### src/rtl/fifo_pkt_reader.sv
// -----------------------------------------------------------------------------
// fifo_pkt_reader
//
// Pops bytes from a non-show-ahead FIFO one at a time and forwards them on a
// valid/ready byte stream, grouping every PKT_LEN data bytes into a packet that
// is closed by an XOR checksum byte (flagged with out_last). A 16-bit counter
// tracks completed packets.
//
// Parameters:
//   PKT_LEN    data bytes per packet (1..255)
//
// Ports:
//   clk        system clock, rising edge
//   rst        synchronous active-high reset
//   ENrd       read enable, only looked at between bytes (IDLE)
//   empty      FIFO empty flag
//   q          FIFO read data, valid the cycle after rdreq
//   rdreq      FIFO read request, one-cycle pulse per byte
//   out_data   stream byte (data or checksum)
//   out_valid  out_data is valid
//   out_last   current byte is the packet checksum
//   out_ready  sink accepts the byte on out_valid && out_ready
//   pkt_cnt    completed packet count, wraps at 0xFFFF
// -----------------------------------------------------------------------------
module fifo_pkt_reader #(
    parameter int unsigned PKT_LEN = 4
) (
    input  logic        clk,
    input  logic        rst,
    input  logic        ENrd,
    input  logic        empty,
    input  logic [7:0]  q,
    output logic        rdreq,
    output logic [7:0]  out_data,
    output logic        out_valid,
    output logic        out_last,
    input  logic        out_ready,
    output logic [15:0] pkt_cnt
);

    typedef enum logic [2:0] {
        ST_IDLE = 3'd0,
        ST_RD   = 3'd1,
        ST_CAP  = 3'd2,
        ST_SEND = 3'd3,
        ST_CSUM = 3'd4
    } state_t;

    localparam logic [7:0] PKT_LEN_C = 8'(PKT_LEN);

    state_t      state_r;
    logic [7:0]  byte_cnt_r;
    logic [7:0]  csum_r;
    logic [7:0]  out_data_r;
    logic        rdreq_r;
    logic        out_valid_r;
    logic        out_last_r;
    logic [15:0] pkt_cnt_r;

    // Running XOR checksum update.
    function automatic logic [7:0] csum_upd(input logic [7:0] acc, input logic [7:0] b);
        return acc ^ b;
    endfunction

    // Packet FSM: every output is registered and set on the transition into
    // the state that owns it, so nothing combinational reaches the ports.
    always_ff @(posedge clk) begin
        if (rst) begin
            state_r     <= ST_IDLE;
            byte_cnt_r  <= 8'd0;
            csum_r      <= 8'd0;
            out_data_r  <= 8'd0;
            rdreq_r     <= 1'b0;
            out_valid_r <= 1'b0;
            out_last_r  <= 1'b0;
            pkt_cnt_r   <= 16'd0;
        end else begin
            case (state_r)
                ST_IDLE: begin
                    // Sole reader of the FIFO, so !empty here makes the pop legal.
                    if (ENrd && !empty) begin
                        state_r <= ST_RD;
                        rdreq_r <= 1'b1;
                    end
                end
                ST_RD: begin
                    state_r <= ST_CAP;
                    rdreq_r <= 1'b0;
                end
                ST_CAP: begin
                    // q is valid now: one cycle after the rdreq pulse.
                    out_data_r  <= q;
                    csum_r      <= csum_upd(csum_r, q);
                    byte_cnt_r  <= byte_cnt_r + 8'd1;
                    out_valid_r <= 1'b1;
                    out_last_r  <= 1'b0;
                    state_r     <= ST_SEND;
                end
                ST_SEND: begin
                    if (out_ready) begin
                        if (byte_cnt_r == PKT_LEN_C) begin
                            out_data_r <= csum_r;
                            out_last_r <= 1'b1;
                            state_r    <= ST_CSUM;
                        end else begin
                            out_valid_r <= 1'b0;
                            state_r     <= ST_IDLE;
                        end
                    end
                end
                ST_CSUM: begin
                    if (out_ready) begin
                        csum_r      <= 8'd0;
                        byte_cnt_r  <= 8'd0;
                        pkt_cnt_r   <= pkt_cnt_r + 16'd1;
                        out_valid_r <= 1'b0;
                        out_last_r  <= 1'b0;
                        state_r     <= ST_IDLE;
                    end
                end
                default: begin
                    state_r     <= ST_IDLE;
                    rdreq_r     <= 1'b0;
                    out_valid_r <= 1'b0;
                    out_last_r  <= 1'b0;
                end
            endcase
        end
    end

    assign rdreq     = rdreq_r;
    assign out_data  = out_data_r;
    assign out_valid = out_valid_r;
    assign out_last  = out_last_r;
    assign pkt_cnt   = pkt_cnt_r;

endmodule

### config.mk
export PLATFORM = sky130hd
export DESIGN_NAME = fifo_pkt_reader
export DESIGN_NICKNAME = d
export VERILOG_FILES = /design/src/rtl/fifo_pkt_reader.sv
export SDC_FILE = /design/constraint.sdc
export NUM_CORES = 1
export LEC_CHECK = 0
export ABC_AREA = 1
export CORE_ASPECT_RATIO = 1.4
export CORE_MARGIN = 8
export CORE_UTILIZATION = 50
export CTS_CLUSTER_DIAMETER = 120
export DETAILED_ROUTE_END_ITERATION = 6
export GPL_TIMING_DRIVEN = 0
export HOLD_SLACK_MARGIN = 0.02
export PLACE_DENSITY = 0.84
export SYNTH_ARGS = -nofsm -noshare
export SYNTH_HDL_FRONTEND = slang
export SYNTH_SLANG_ARGS = --single-unit
### constraint.sdc
create_clock -name clk -period 1.5 [get_ports clk]
set_input_delay 0.375 -clock clk [delete_from_list [all_inputs] [get_ports clk]]
set_output_delay 0.375 -clock clk [all_outputs]
set_load 0.02 [all_outputs]
==> run summary <==
Run status: complete, no violations
Max_cap viols: 0
Share of flip-flops with an asynchronous set or reset after synthesis: 0
Worst setup margin: 0.0568 ns
Die boundary height: 96.6 µm
Timing-limited maximum frequency: 693 MHz
Crit path max-delay cell type: sky130_fd_sc_hd__dfxtp_1
IO buf count: 39
WP buf/inv: 1
Worst setup SP type: flip-flop
Hold slack: 0.462 ns
Top_reg_cell synth: sky130_fd_sc_hd__dfxtp_1
RSZ-0062 raised after global routing: yes
Worst r2r path cells: 8
Max Transition Viols Final: 0
Post-layout min period: 1.44 ns
GRT Overall Usage: 0.163
Average cell area after synthesis: 6.80 µm²
Max IR drop VDD: 0.00101 V
Area added between synthesis and finish: 25.7%
Number of nets produced by synthesis: 357
WP data arrival: 1.07 ns
Core Region: 4500 µm²
Clk pwr share: 0.202
Die width: 73.6 µm
Worst stage delay on the critical path: 0.40 ns
Number of buffers created by CTS: 5
First-iteration detailed-routing DRC count: 120
Share of cells above drive strength 1: 0.121
Fraction of the mapped netlist area in compound gates: 0.128
Endpoint kind of the worst setup timing path: primary output
Count of final setup violators: 0
Most instantiated cells after synthesis: sky130_fd_sc_hd__nand2_1 (79), sky130_fd_sc_hd__dfxtp_1 (46), sky130_fd_sc_hd__inv_1 (43)
Library cells used by synthesis: 28
Post-layout net count: 405
Power density relative to cell area: 1270 nW/µm²
Hold depth: 1
Effective utilization at floorplan: 0.516
Clk Latency, worst-skew pair: 0.30 ns
Number of fill cells in the layout: 443
Total via count after detailed routing: 2267
Grt ovf: 0
Hold Violations, Final: 0
Most area-hungry cell type in the Yosys netlist: sky130_fd_sc_hd__dfxtp_1
Cell types with the largest area share after synthesis: sky130_fd_sc_hd__dfxtp_1 (40%), sky130_fd_sc_hd__nand2_1 (13%), sky130_fd_sc_hd__inv_1 (7.0%), sky130_fd_sc_hd__a21oi_1 (6.7%), sky130_fd_sc_hd__nor2_1 (6.6%)
Via count of the first global-routing pass: 2159
CP cell instances: dlygate4sd2_1
Final weighted congestion of routability-driven global placement: 0.872
Required time of the critical path: 1.12 ns
Number of H-tree branching levels: 2
Net switching power of the design: 0.00144 W
Crit path depth: 1
Adder and majority cell fraction of the synthesized area: 0.0162
Switching power share of the total: 0.387
Flops & latches, synth: 46
Worst slack, placed: -0.370 ns
Class of the most critical hold timing path: reg2reg
Detail-routed net length per standard cell: 12.0 µm
Relative slew margins: 0.690
Post-Synth XOR/XNOR Area: 0.00755
Slew at the pin closest to its max-slew limit: 0.464 ns
Maximum clock insertion buffer count: 2
Final clock skew: 0.00938 ns
Worst Path Class, Setup: reg2out
Pin count of the biggest net entering global routing: 15
Cell at the root of the clock tree: sky130_fd_sc_hd__clkbuf_8
Post-Syn Instances: 341
Count of standard-cell rows: 29
Clock transition at the registers of the reported paths: 0.09 ns
Post-synthesis sequential area ratio: 0.397
CP max FO: 4
Leakage power: 1.31 nW
Largest family of logic cells by synthesized area: simple AND/OR/NAND/NOR gates
Antenna violation net count after detailed routing: 0
CTS hold repair buffers: 0
Combinational fraction of design power: 0.375
Fraction of the cycle the final worst path needs: 0.962
Number of enable flip-flop cells after synthesis: 0
Detailed-routing iteration count for the pre-antenna-repair pass: 4
Internal cell power: 0.00228 W
TritonCTS clock tree: yes
Post-Synth Simple-Gate Area: 0.352
Multiplexer area fraction after synthesis: 0
Sum of internal, switching and leakage power: 0.00371 W
Wire length of the first global-routing pass: 9.16 mm
Area of the die: 7110 µm²
Wirelength, routed: 5.41 mm
Most frequent cell after synthesis: sky130_fd_sc_hd__nand2_1
Post-synthesis instance area: 2320 µm²
HPWL after detailed placement: 4.14 mm
Sequential fraction of design power: 0.423
Antenna violations before repair: 0
Fraction of synthesized cell area taken by the top area cell type: 0.397
Number of vias per cell after detailed routing: 5.02
Top cell family by delay on the critical path: flip-flops
# diodes: 0
Number of remaining DRC errors: 0
IO Count: 40
Sink count of the clock tree: 46
Count of yosys warnings during synthesis: 0
[state kept, by name, summed over array words and instances, names as in the netlist]
signal	cells
pkt_cnt	16
csum_r	8
out_last	1
rdreq	1
out_valid	1
byte_cnt_r	8
state_r	3
out_data	8
[cell families after synthesis]
group	count (synthesis)
simple gates	177
compound gates	57
buf+inv	56
flops	46
fa+ha+maj	3
xor+xnor	2
[power by group through the flow]
stage | Combinational (W) | Sequential, W | Clock, W
3_5_place_dp | 0.00142 | 0.00159 | 0
3_3_place_gp | 0.00140 | 0.00157 | 0
5_1_grt | 0.00158 | 0.00160 | 0.000812
2_1_floorplan | 0.000902 | 0.00166 | 0
6_report | 0.00139 | 0.00157 | 0.000752
4_1_cts | 0.00137 | 0.00155 | 0.000770
[final timing paths]
path | startpoint | endpoint | slack, ns
min | byte_cnt_r[0] | byte_cnt_r[0] | 0.46
max reg2reg | byte_cnt_r[1] | out_data[5] | 0.09
max | pkt_cnt[11] | pkt_cnt[11] | 0.06
min reg2reg | byte_cnt_r[0] | byte_cnt_r[0] | 0.46
[area by class of cell]
type                       count  area (µm²)  share of cell area
clock inverter                 2        13.8             0.00472
timing repair buffer          41         374               0.128
inverter                      46         173              0.0592
multi-input combinational    239        1210               0.416
sequential                    46         927               0.318
clock buffer                   6        72.6              0.0249
buffer                        10        65.1              0.0223
tap                           62        77.6              0.0266
[metrics by stage]
stage	std cells	TNS, ns	area (µm²)	utilization
floorplan	341	0	2320	-
global placement	442	-9.28	2790	0.620
detailed placement	442	-9.73	2790	0.620
CTS	450	0	2860	0.635
global route	452	-0.0847	2920	0.648
finish	452	0	2920	0.648
[what timing repair did]
| action | in CTS | in global routing |
|---|---|---|
| endpoints found under the setup margin | 42 | 23 |
| setup buffers | 0 | 2 |
| pin swaps | 1 | 1 |
| gates resized for setup | 32 | 21 |
[metal layers]
layer	vias up	track usage	wire length, µm
li1	1186	-	-
met1	1033	0.168	2270
met2	43	0.306	2820
met3	5	0.0372	251
met4	0	0.0652	70
met5	-	0	0
[layout by cell type (no fill, tap or decap), drive strengths merged, types with 2 or more instances in the layout]
cell and instances:
nand2 83, inv 46, dfxtp 46, nor2 46, a21oi 31, nand3 30
dlygate4sd2 25, o21ai 20, clkdlybuf4s50 11, nand3b 9, clkbuf 9, buf 9
nor3 6, a31oi 3, nand4 3, clkdlybuf4s15 3, ha 3, o21bai 2
clkinv 2
No activity file was read; power rests on OpenSTA's default activity.
